$ cat config.mk
export PLATFORM = sky130hd
export DESIGN_NAME = rf_writeback
export DESIGN_NICKNAME = d
export VERILOG_FILES = /design/src/rtl/rf_writeback.sv
export SDC_FILE = /design/constraint.sdc
export NUM_CORES = 1
export LEC_CHECK = 0
export CAP_MARGIN = 20
export CORE_MARGIN = 2
export CORE_UTILIZATION = 45
export DETAILED_ROUTE_END_ITERATION = 12
export PLACE_DENSITY = 0.65
export SETUP_SLACK_MARGIN = 0.05
export SLEW_MARGIN = 20
export SYNTH_ARGS = -nofsm -noshare
export SYNTH_HDL_FRONTEND = slang
export SYNTH_SLANG_ARGS = --single-unit
$ cat constraint.sdc
create_clock -name clk -period 7.4 [get_ports clk]
set_input_delay 2.22 -clock clk [delete_from_list [all_inputs] [get_ports clk]]
set_output_delay 2.22 -clock clk [all_outputs]
set_load 0.01 [all_outputs]
$ cat src/rtl/rf_writeback.sv
// rf_writeback: register-file write-port initiator.
// Merges never-stalled ALU results with long-latency results (load, mult/div)
// that queue in a small FIFO, and offers a forwarding lookup over the pending
// writes so decode can see values that have not reached the register file yet.
module rf_writeback #(
    parameter int DEPTH = 4,
    parameter int WIDTH = 32
) (
    input  logic                   clk,
    input  logic                   rst,
    input  logic                   alu_valid,
    input  logic [4:0]             alu_rd,
    input  logic [WIDTH-1:0]       alu_data,
    input  logic                   lr_valid,
    output logic                   lr_ready,
    input  logic [4:0]             lr_rd,
    input  logic [WIDTH-1:0]       lr_data,
    output logic                   wE,
    output logic [4:0]             rW,
    output logic [WIDTH-1:0]       busW,
    input  logic [4:0]             fwd_rs,
    output logic                   fwd_hit,
    output logic [WIDTH-1:0]       fwd_data,
    output logic [$clog2(DEPTH):0] pending
);

    localparam int PTR_W = $clog2(DEPTH);
    localparam int CNT_W = PTR_W + 1;

    // FIFO storage: destination, data and a valid bit that a younger ALU
    // write to the same register can clear (squash) while the entry waits.
    logic [4:0]       rd_q   [DEPTH];
    logic [4:0]       rd_d   [DEPTH];
    logic [WIDTH-1:0] data_q [DEPTH];
    logic [WIDTH-1:0] data_d [DEPTH];
    logic [DEPTH-1:0] vld_q, vld_d;

    logic [PTR_W-1:0] wr_ptr_q, wr_ptr_d;
    logic [PTR_W-1:0] rd_ptr_q, rd_ptr_d;
    logic [CNT_W-1:0] count_q, count_d;

    // Registered write port.
    logic             we_q, we_d;
    logic [4:0]       rw_q, rw_d;
    logic [WIDTH-1:0] busw_q, busw_d;

    logic alu_wr;
    logic push;
    logic pop;

    // Ready comes straight from the registered occupancy, so a pop in the
    // same cycle never opens a slot for a push when the FIFO is full.
    assign lr_ready = (count_q < CNT_W'(DEPTH));
    assign pending  = count_q;
    assign wE       = we_q;
    assign rW       = rw_q;
    assign busW     = busw_q;

    // Decode this cycle's port owner and FIFO push/pop.
    always_comb begin
        alu_wr = alu_valid && (alu_rd != 5'd0);
        push   = lr_valid && lr_ready && (lr_rd != 5'd0);
        // Any ALU result, even to r0, holds the FIFO head for this cycle.
        pop    = !alu_valid && (count_q != '0);
    end

    // Next-state for the write port, FIFO contents, pointers and count.
    always_comb begin
        // NOTE: every output of this block is defaulted first so no path
        // leaves a variable unassigned, which would infer a latch.
        rd_d     = rd_q;
        data_d   = data_q;
        vld_d    = vld_q;
        wr_ptr_d = wr_ptr_q;
        rd_ptr_d = rd_ptr_q;
        we_d     = 1'b0;
        rw_d     = rw_q;
        busw_d   = busw_q;

        if (alu_wr) begin
            we_d   = 1'b1;
            rw_d   = alu_rd;
            busw_d = alu_data;
            // The ALU result is youngest: older queued writes to the same
            // register must never land after it.
            for (int i = 0; i < DEPTH; i++) begin
                if (rd_q[i] == alu_rd) begin
                    vld_d[i] = 1'b0;
                end
            end
        end else if (pop) begin
            // A squashed head still consumes its slot, with the enable low.
            we_d            = vld_q[rd_ptr_q];
            rw_d            = rd_q[rd_ptr_q];
            busw_d          = data_q[rd_ptr_q];
            vld_d[rd_ptr_q] = 1'b0;
            rd_ptr_d        = rd_ptr_q + PTR_W'(1);
        end

        if (push) begin
            rd_d[wr_ptr_q]   = lr_rd;
            data_d[wr_ptr_q] = lr_data;
            // Same-cycle ALU write to this register wins, so enqueue dead.
            vld_d[wr_ptr_q]  = !(alu_wr && (alu_rd == lr_rd));
            wr_ptr_d         = wr_ptr_q + PTR_W'(1);
        end

        count_d = count_q + CNT_W'(push) - CNT_W'(pop);
    end

    // Control state: pointers, count, valid bits and the write port.
    always_ff @(posedge clk or posedge rst) begin
        if (rst) begin
            wr_ptr_q <= '0;
            rd_ptr_q <= '0;
            count_q  <= '0;
            vld_q    <= '0;
            we_q     <= 1'b0;
            rw_q     <= 5'd0;
            busw_q   <= '0;
        end else begin
            // NOTE: sequential state uses non-blocking assignments so every
            // flop samples the pre-edge values, independent of block order.
            wr_ptr_q <= wr_ptr_d;
            rd_ptr_q <= rd_ptr_d;
            count_q  <= count_d;
            vld_q    <= vld_d;
            we_q     <= we_d;
            rw_q     <= rw_d;
            busw_q   <= busw_d;
        end
    end

    // FIFO payload storage.
    // NOTE: the payload is deliberately not reset; an entry is only read
    // once its valid bit and the count say it was written after reset.
    always_ff @(posedge clk) begin
        rd_q   <= rd_d;
        data_q <= data_d;
    end

    // Forwarding lookup: newest valid FIFO entry wins, output stage is last.
    always_comb begin
        logic [PTR_W-1:0] idx;
        idx      = '0;
        fwd_hit  = 1'b0;
        fwd_data = '0;
        if (fwd_rs != 5'd0) begin
            if (we_q && (rw_q == fwd_rs)) begin
                fwd_hit  = 1'b1;
                fwd_data = busw_q;
            end
            // Walk oldest to newest so a later match overrides an earlier one.
            for (int i = 0; i < DEPTH; i++) begin
                idx = rd_ptr_q + PTR_W'(i);
                if ((CNT_W'(i) < count_q) && vld_q[idx] && (rd_q[idx] == fwd_rs)) begin
                    fwd_hit  = 1'b1;
                    fwd_data = data_q[idx];
                end
            end
        end
    end

endmodule

==> out/results.tsv, run 1 <==
metric	value	unit
status	completed	
critPathRequiredTime	5.18	ns
finalSetupViolCount	0	
cts_inserted_buffers	17	
clkSinkCount	197	
avgRoutedWirePerCell	25.58	µm
die-area	28840	µm²
power.switching	2.033	mW
period_needed	7.265	ns
portBuffers	157	
synthToLayoutAreaGrowth	21.43	%
start_util	45.91	%
powerDensity	364.9	nW/µm²
clkPwrFrac	16.9	%
finalNonFillerCells	1356	
path_clk_slew	0.08	ns
crit_chain	clkdlybuf4s50_1, xnor2_1, nand2_1, or4_4, nor2_1, nor2_1, a221o_1, clkdlybuf4s50_1	
async_flop_share	24.87	%
fmax	0.1377	GHz
rsz0062_at_grt	no	
core	26950	µm²
finalPower	5.483	mW
clockBufferDepth	2	
dieWidth	169.8	µm
io-pin-count	158	
cpPeakStageDelay	0.70	ns
ys_warn_count	0	
reg2reg_from	pending[2]$_DFF_PP0_	
globalplace.congestion	0.8568	
min_period_over_period	98.17	%
grt_pass1_wl	52.38	mm
ys_types	55	
whs_path_depth	2	
tightest_slew	1.131	ns
synth_seq_cells	197	
p_comb_share	52.3	%
tns	0	ns
criticalPathCategory	input port to primary output	
arrival	5.04	ns
drt_iter0_drc	927	
cts-root-buf	clkbuf_16	
switching_share	37.07	%
r2r_slack	4.52	ns
grt_max_degree	129	
drive_gt1_share	22.86	%
seq_area_frac_synth	45.83	%
slew_violations	0	
finClkSkew	0.01759	ns
synth.avg_cell_area	14.22	µm²
cts_setup_buffers	0	
vias	8885	
grtUsageTotal	24.45	%
ir_drop	338.5	µV
antenna_found_initial	0	
clkLatencyLatePin	0.45	ns
p_int	3.450	mW
syn-num-nets	966	
syn-cell-area	12370	µm²
hold-path-endpoint	busW[21]$_DFFE_PP0P_	
die_y	169.8	µm
rows	60	
report.final.hold_viol_count	0	
diodes	0	
netlist_instances	870	
grt_pass1_vias	8874	
place_inst	1323	
vias_per_cell	6.552	
synth_edf_count	148	
worstHoldPathType	flop to flop	
max_slew_margin	24.40	%
layout_commonest_cell	clkdlybuf4s50_1	
globalRouteOverflowTotal	0	
seqPwrFrac	30.8	%
cp-start-kind	input port	
timing.rr.end	pending[1]$_DFF_PP0_	
ant_nets	0	
power.leakage	5.244	nW
fillers	2148	
dr.pass1.iters	5	
synth_ff_type	edfxtp_1	
cp-end-kind	primary output	
final_nets	1098	
final_cell_mix	clkdlybuf4s50_1 (155), edfxtp_1 (148), mux4_2 (134), nand2_1 (104), dfrtp_1 (47)	
drc_errors	0	
cts_hold_buf	0	
cts_tree	yes	
htreeDepth	4	
wl	34.69	mm
r2r_cells	8	
worst-path-max-fanout	11	
dp_hpwl	21.53	mm
timing.max_cap.violations	0	
hold_start	busW[21]$_DFFE_PP0P_	
critPathSlowestCell	or4_4	
[what timing repair did]
action | 4_1_cts | 5_1_grt
setup endpoints to repair | 0 | 11
endpoints found under the hold margin | 0 | 0
gates resized for setup | 0 | 7
[per-stage QoR]
| stage | instance area [µm²] | util, % | hold slack (ns) | setup slack, ns |
|---|---|---|---|---|
| 2_1_floorplan | 12370 | - | 0.5324 | 1.080 |
| 5_1_grt | 15020 | 55.75 | 0.5278 | 0.06456 |
| 4_1_cts | 14990 | 55.62 | 0.5204 | 0.1195 |
| 6_report | 15020 | 55.75 | 0.5186 | 0.1352 |
| 3_5_place_dp | 14400 | 53.44 | 0.5017 | 0.1743 |
| 3_3_place_gp | 14400 | 53.44 | 0.4846 | 0.1947 |
[sequential cells by signal, summed over array words and instances (netlist names)]
signal    count
wr_ptr_q      2
data_q      128
rd_ptr_q      2
busW         32
rW            5
wE            1
rd_q         20
vld_q         4
pending       3
[cell type report]
class | instances | area (µm²) | area share, %
repair buffers | 192 | 1964 | 13.07
clock inverters | 14 | 160.2 | 1.066
clock buffers | 18 | 429.2 | 2.856
multi-input cells | 579 | 6310 | 42.00
well taps | 341 | 426.7 | 2.840
flip-flops and latches | 197 | 5678 | 37.79
inverters | 15 | 56.30 | 0.3748
[worst max-delay path, delay by kind of cell]
family                    cells  cell delay (ns)
and+or+nand+nor               4             1.18
buffers and inverters         2             1.14
AOI/OAI and AO/OA             1             0.32
xor gates and xnor gates      1             0.17
[cell families (layout without fill, tap and decap cells)]
kind of cell,count (synthesis),in the layout,synth area share (%)
and+or+nand+nor,220,221,8.252
DFF,197,197,45.83
muxes,156,156,27.90
AOI/OAI and AO/OA,137,137,9.081
buffers and inverters,95,239,3.822
xor gates and xnor gates,52,52,3.742
adders and majority gates,13,13,1.375
[synthesized netlist by cell type (5+ instances only)]
library cell / n / area, µm²
a221oi_1: 7 / 61.31
nor3_1: 8 / 40.04
buf_2: 32 / 160.2
buf_6: 6 / 67.56
mux4_2: 134 / 3018
ha_1: 12 / 150.1
clkbuf_1: 32 / 120.1
buf_1: 7 / 26.28
o211ai_1: 23 / 172.7
xor2_1: 21 / 183.9
xnor2_1: 30 / 262.8
inv_1: 15 / 56.30
and2_1: 5 / 31.28
and3_1: 16 / 100.1
edfxtp_1: 148 / 4444
o21ai_0: 9 / 45.04
nand4_1: 6 / 37.54
a21oi_1: 9 / 45.04
a221o_1: 34 / 340.3
mux2i_1: 7 / 70.07
mux4_1: 13 / 341.6
nand3_1: 39 / 195.2
a22oi_1: 33 / 247.7
nand2_1: 104 / 390.4
nor2_1: 28 / 105.1
dfrtp_1: 49 / 1226
[worst max-delay path by stage]
stage | startpoint | slack, ns | end | cells after the start
3_5_place_dp | fwd_rs[1] | 0.17 | fwd_data[26] | 8
2_1_floorplan | rd_ptr_q[1]$_DFFE_PP0P_ | 1.08 | fwd_data[29] | 15
4_1_cts | fwd_rs[1] | 0.12 | fwd_data[13] | 8
6_report | fwd_rs[3] | 0.14 | fwd_data[13] | 8
5_1_grt | fwd_rs[3] | 0.06 | fwd_data[18] | 8
3_3_place_gp | fwd_rs[3] | 0.19 | fwd_data[27] | 8
[metal layers]
| metal | share of wire [%] | wire, µm | GRT usage (%) |
|---|---|---|---|
| met2 | 51 | 17790 | 42.47 |
| met1 | 39 | 13380 | 31.14 |
| met4 | 2.3 | 806 | 8.175 |
| met3 | 7.8 | 2710 | 4.465 |
| met5 | 0 | 0 | 0 |
[power by group through the flow]
stage	logic, mW	clock network, mW	registers (mW)
floorplan	2.11	0	1.63
global placement	2.82	0	1.70
detailed placement	2.83	0	1.71
CTS	2.85	0.941	1.69
global route	3.08	0.980	1.72
finish	2.86	0.929	1.69
Note: power is estimated with default switching activity, not from simulation.
==> run 2: changes to the inputs <==
Settings changed: PLACE_DENSITY 0.65 to 0.68, REMOVE_ABC_BUFFERS set to 1.
Clock period 7.4 ns to 5.96 ns, I/O delays scaled along.
==> run 2 against run 1 <==
Against the previous run:
- sequential share of layout area shrank 0.93 points
- design area grew 2.5%
- clock power grew 25%
- power increased by 25%
- critical path depth is 2 higher
- critical path type unchanged
==> out/results.tsv, run 2 (synthesized netlist as in run 1, its figures left out) <==
metric	value	unit	change
ant_nets	0		unchanged
dp_slack	-0.3821	ns	-0.5564 ns
grt_pass1_vias	8801		-0.82%
top_register	data_q		
fmax	0.1715	GHz	
power.leakage	5.612	nW	+7.0%
cpPeakStageDelay	0.62	ns	-0.08 ns
vias_per_cell	6.321		-3.5%
status	completed		
slew_violations	0		unchanged
critPathRequiredTime	4.17	ns	-1.01 ns
drive_gt1_share	27.09	%	+4.2 points
die_y	169.8	µm	unchanged
worst-path-max-fanout	7		-4
grt_max_degree	103		-20%
start_util	45.91	%	unchanged
dr_wl_met3	2.397	mm	-12%
cts-root-buf	clkbuf_16		
worstHoldPathType	flop to flop		
dr.max_layer_used	met5		
core	26950	µm²	unchanged
cts_inserted_buffers	17		unchanged
htreeDepth	4		unchanged
report.final.hold_viol_count	0		unchanged
rsz0062_at_grt	no		
crit_chain	dlygate4sd2_1, buf_6, xor2_2, a22oi_2, or4_4, buf_16, nor2_1, nor2_1, a221o_1, dlygate4sd2_1		
critPathSlowestCell	or4_4		
final_cell_mix	edfxtp_1 (148), mux4_2 (134), clkdlybuf4s50_1 (120), nand2_1 (104), buf_4 (51)		
avgRoutedWirePerCell	23.52	µm	-8.1%
synthToLayoutAreaGrowth	24.48	%	
arrival	4.04	ns	-1.00 ns
whs	0.5085	ns	-0.01016 ns
cp_top_family	buffers and inverters		
antenna_found_initial	2		+2
vias	8811		-0.83%
largest_reg_flops	128		unchanged
timing.max_cap.violations	0		unchanged
dp_hpwl	22.00	mm	+2.2%
critPathBufInv	4		+2
finalSetupViolCount	0		unchanged
max_slew_margin	30.17	%	+5.8 points
powerDensity	443.5	nW/µm²	+22%
dpl-instance-area	14620	µm²	+1.5%
dr_wl_met2	16.82	mm	-5.4%
wl_met1	13.09	mm	-2.2%
cp-end-kind	primary output		
finClkSkew	0.02019	ns	+0.002607 ns
globalplace.congestion	0.8284		-3.3%
ir_drop	404.8	µV	+20%
min_period_over_period	97.84	%	
drc_errors	0		unchanged
final_nets	1135		+3.4%
rows	60		unchanged
fillers	2156		+0.37%
layout_setup_ws	0.1285	ns	-0.006710 ns
grtUsageTotal	23.31	%	-1.1 points
dr.pass1.iters	5		unchanged
drt_iter0_drc	800		-14%
criticalPathCategory	input port to primary output		
path_clk_slew	0.07	ns	about the same
period_needed	5.831	ns	
clockBufferDepth	2		unchanged
clkLatencyLatePin	0.44	ns	about the same
tightest_slew	1.047	ns	-0.08380 ns
cts_tree	yes		
portBuffers	157		unchanged
grt_pass1_wl	50.54	mm	-3.5%
layout_commonest_cell	edfxtp_1		
die-area	28840	µm²	unchanged
cp-start-kind	input port		
cts_hold_buf	0		unchanged
io-pin-count	158		unchanged
wl	32.78	mm	-5.5%
clkSinkCount	197		unchanged
globalRouteOverflowTotal	0		unchanged
tns	0	ns	unchanged
dieWidth	169.8	µm	unchanged
fin_area	15400	µm²	+2.5%
[run 2: cell types whose count changed in the layout (fill, tap and decap cells not counted), moves of 5 or more]
cell | before | now
buf_12 | 10 | 15
buf_2 | 0 | 8
buf_4 | 25 | 51
buf_6 | 0 | 5
clkdlybuf4s50_1 | 155 | 120
dlygate4sd2_1 | 0 | 25
[run 2: path summary, 6_finish.rpt]
kind                                    startpoint                      end  slack, ns  cells past startpoint
setup / recovery                         fwd_rs[1]             fwd_data[17]       0.13                     10
hold / removal                busW[30]$_DFFE_PP0P_     busW[30]$_DFFE_PP0P_       0.51                      2
setup reg to reg           rd_ptr_q[1]$_DFFE_PP0P_      busW[1]$_DFFE_PP0P_       3.54                      4
hold reg to reg               busW[30]$_DFFE_PP0P_     busW[30]$_DFFE_PP0P_       0.51                      2
max in group asynchronous                      rst  rd_ptr_q[1]$_DFFE_PP0P_       3.41                      3
min in group asynchronous                      rst     busW[25]$_DFFE_PP0P_       1.62                      2
[run 2: what timing repair did]
item / in CTS / in global routing
pin swaps: 9 / 9
setup buffers: 7 / 5
resized for setup: 77 / 15
setup endpoints to repair: 33 / 17
gates cloned: 2 / 0
[run 2: where the power goes]
group,leakage (nW),internal [mW],switching (mW),total [mW]
clock network,0.286,0.635,0.522,1.16
registers,1.92,1.78,0.261,2.04
logic,3.41,1.95,1.68,3.63
total,5.61,4.37,2.46,6.83
[run 2: worst register-to-register path, cell delays in order (launching register included)]
cell and delay, ns:
dfrtp_4 0.52, buf_4 0.80, mux4_2 0.76, a22oi_1 0.18, nand2_1 0.06
[run 2: per-layer routing]
| metal | vias to the layer above | track usage [%] |
|---|---|---|
| met5 | - | 0 |
| met1 | 4516 | 30.39 |
| li1 | 3906 | - |
| met4 | 2 | 5.611 |
| met2 | 351 | 40.37 |
| met3 | 36 | 4.744 |
[run 2: cell type report]
type                            count  area, µm²  area share (%)
Clock buffer                       18      439.2           2.851
Clock inverter                     14      147.6          0.9586
Tap cell                          341      426.7           2.770
Inverter                           15      56.30          0.3656
Sequential cell                   197       5678           36.86
Multi-Input combinational cell    578       6359           41.28
Timing Repair Buffer              230       2293           14.89
Antenna cell                        1      2.502         0.01625
[run 2: through the flow]
step	power [mW]	util (%)	std cells
global placement	5.619	54.24	1347
floorplan	4.836	-	790
detailed placement	5.664	54.24	1347
CTS	6.834	56.81	1388
finish	6.830	57.15	1394
global route	7.221	57.14	1393
==> run 3: changes to the inputs <==
Settings changed: ABC_AREA set to 1, PLACE_DENSITY 0.68 to 0.67.
==> run 3 against run 2 <==
Against the previous run:
- critical path depth up 4
- synthesized cell count increased by 98%
- area after synthesis increased by 3.2%
- sequential power shrank 3%
- first-iteration DRC count grew 74%
- highest routed layer unchanged
==> out/results.tsv, run 3 <==
metric	value	unit	change
use_met3	3.891	%	-0.85 points
dieWidth	172.5	µm	+1.6%
gr-usage-met2	44.03	%	+3.7 points
criticalPathCategory	input port to primary output		
rsz0062_at_grt	no		
core	27860	µm²	+3.4%
path_clk_slew	0.07	ns	about the same
top_register	data_q		
drt_iter0_drc	1390		+74%
finalPower	7.318	mW	+7.1%
cts_hold_buf	0		unchanged
diodes	0		-1
wl	38.84	mm	+18%
arrival	3.98	ns	-0.06 ns
cts-root-buf	clkbuf_16		
syn-cell-area	12770	µm²	+3.2%
ys_warn_count	0		unchanged
worst-path-max-fanout	10		+3
dp_hpwl	24.74	mm	+12%
layout_commonest_cell	nand2_1		
cp-start-kind	input port		
async_flop_share	24.87	%	unchanged
fmax	0.1732	GHz	+1.0%
seq_area_frac_synth	44.39	%	-1.4 points
avgRoutedWirePerCell	17.45	µm	-26%
drive_gt1_share	7.035	%	-20 points
synth.avg_cell_area	7.414	µm²	-48%
synth_edf_count	148		unchanged
report.final.hold_viol_count	0		unchanged
post-synth-top-count-cell	nand2_1		
drc_errors	0		unchanged
busiest_layer	met2		
grt_pass1_vias	11270		+28%
critPathRequiredTime	4.17	ns	about the same
netlist_instances	1723		+98%
portBuffers	157		unchanged
tightest_slew	0.9230	ns	-0.1245 ns
ant_nets	0		unchanged
synth_ff_type	edfxtp_1		
synthToLayoutAreaGrowth	21.57	%	
io-pin-count	158		unchanged
yosysTopAreaCellShare	34.79	%	-1.1 points
htreeDepth	4		unchanged
clkSinkCount	197		unchanged
largest_reg_flops	128		unchanged
period_needed	5.773	ns	-0.05890 ns
grt_pass1_wl	60.59	mm	+20%
finalSetupViolCount	0		unchanged
start_util	45.86	%	-0.053 points
die_y	172.5	µm	+1.6%
final_nets	1931		+70%
antenna_found_initial	1		-1
max_slew_margin	38.47	%	+8.3 points
dr.pass1.iters	6		+1
timing.max_cap.violations	0		unchanged
final_util	55.75	%	-1.4 points
status	completed		
tns	0	ns	unchanged
synthTopCellsByArea	edfxtp_1 (35%), nand2_1 (16%), o21ai_0 (11%)		
rows	61		+1.7%
grtUsageTotal	26.56	%	+3.3 points
finClkSkew	0.02203	ns	+0.001840 ns
whs	0.5376	ns	+0.02912 ns
synth_commonest_cells	nand2_1 (536), o21ai_0 (275), edfxtp_1 (148)		
globalplace.congestion	0.9016		+8.8%
clockBufferDepth	2		unchanged
synth_top_cell_by_area	edfxtp_1		
worstHoldPathType	flop to flop		
cts_tree	yes		
min_period_over_period	96.86	%	-0.99 points
power.leakage	6.833	nW	+22%
slew_violations	0		unchanged
clkLatencyLatePin	0.45	ns	about the same
final_cell_mix	nand2_1 (534), o21ai_0 (272), edfxtp_1 (148), inv_1 (134), nor2_1 (125)		
ir_drop	290.6	µV	-28%
synth_seq_cells	197		unchanged
cts_inserted_buffers	17		unchanged
globalRouteOverflowTotal	0		unchanged
powerDensity	471.2	nW/µm²	+6.3%
ys_types	42		-24%
grt_max_degree	218		+110%
use_met1	35.26	%	+4.9 points
die-area	29750	µm²	+3.2%
vias	12210		+39%
cp-end-kind	primary output		
vias_per_cell	5.483		-13%
## run 3: cell types whose count changed after synthesis, sizes merged, moves of 33 or more
cell   change
nand2    +434
inv      +125
nor2     +111
nand3     +71
a22oi     -33
mux4     -147
a21oi     +34
o21ai    +288
a221o     -34
## run 3: kinds of logic after synthesis
| logic type | count (synthesis) | synth area share [%] |
|---|---|---|
| buf+inv | 262 | 9.207 |
| flops | 197 | 44.39 |
| fa+ha+maj | 13 | 1.332 |
| xor+xnor | 30 | 2.057 |
| mux | 1 | 0.07836 |
| compound gates | 374 | 15.31 |
| simple gates | 846 | 27.63 |
## run 3: repair_timing
item	4_1_cts	5_1_grt
gates cloned	3	0
buffers inserted	6	7
endpoints found under the hold margin	0	0
resized for setup	26	40
setup endpoints to repair	31	31
pin swaps	3	6
## run 3: through the flow
stage	instances	worst slack (ns)	cell area (µm²)
3_3_place_gp	2178	-0.04892	14700
4_1_cts	2219	0.003623	15410
2_1_floorplan	1601	-4.447	12130
5_1_grt	2226	0.05096	15530
6_report	2226	0.1874	15530
3_5_place_dp	2178	-0.06654	14700
## run 3: critical path, cell delays in order
cell,delay [ns]
clkdlybuf4s50_1,0.51
inv_1,0.13
nand3_1,0.11
nand2_1,0.07
nor2_2,0.11
nand2_2,0.11
nor2_8,0.22
buf_4,0.14
bufbuf_16,0.26
nand2_1,0.05
nand2_1,0.05
a21oi_1,0.04
nor2_1,0.14
clkdlybuf4s15_1,0.26
## run 3: layout make-up
| type | count | area [µm²] |
|---|---|---|
| repair buffers | 215 | 2240 |
| multi-input cells | 1264 | 6020 |
| flip-flops and latches | 197 | 5675 |
| clock buffers | 18 | 429.2 |
| well taps | 378 | 473.0 |
| inverters | 140 | 530.5 |
| fillers | 2588 | 12330 |
| clock inverters | 14 | 162.7 |
## run 3: per-layer routing
| layer | part of all wire (%) | wire, µm | vias to the layer above |
|---|---|---|---|
| met4 | 2.7 | 1033 | 2 |
| met3 | 7.8 | 3042 | 83 |
| met1 | 43 | 16530 | 5600 |
| li1 | - | - | 5932 |
| met2 | 47 | 18230 | 589 |
| met5 | 0.023 | 9 | - |
## run 3: path summary, 6_finish.rpt
kind	start	end	slack, ns	cells after the start
max	fwd_rs[0]	fwd_data[11]	0.19	14
max in group asynchronous	rst	rd_ptr_q[0]$_DFFE_PP0P_	3.23	3
min reg2reg	busW[25]$_DFFE_PP0P_	busW[25]$_DFFE_PP0P_	0.54	2
max reg2reg	pending[2]$_DFF_PP0_	data_q[30]$_DFFE_PP_	3.41	4
min in group asynchronous	rst	busW[4]$_DFFE_PP0P_	1.84	2
min	busW[25]$_DFFE_PP0P_	busW[25]$_DFFE_PP0P_	0.54	2
## run 3: where the power goes
part / total [mW] / internal, mW / switching (mW)
combinational: 4.17 / 1.42 / 2.75
clock: 1.18 / 0.599 / 0.579
sequential: 1.97 / 1.78 / 0.190
total: 7.32 / 3.80 / 3.52
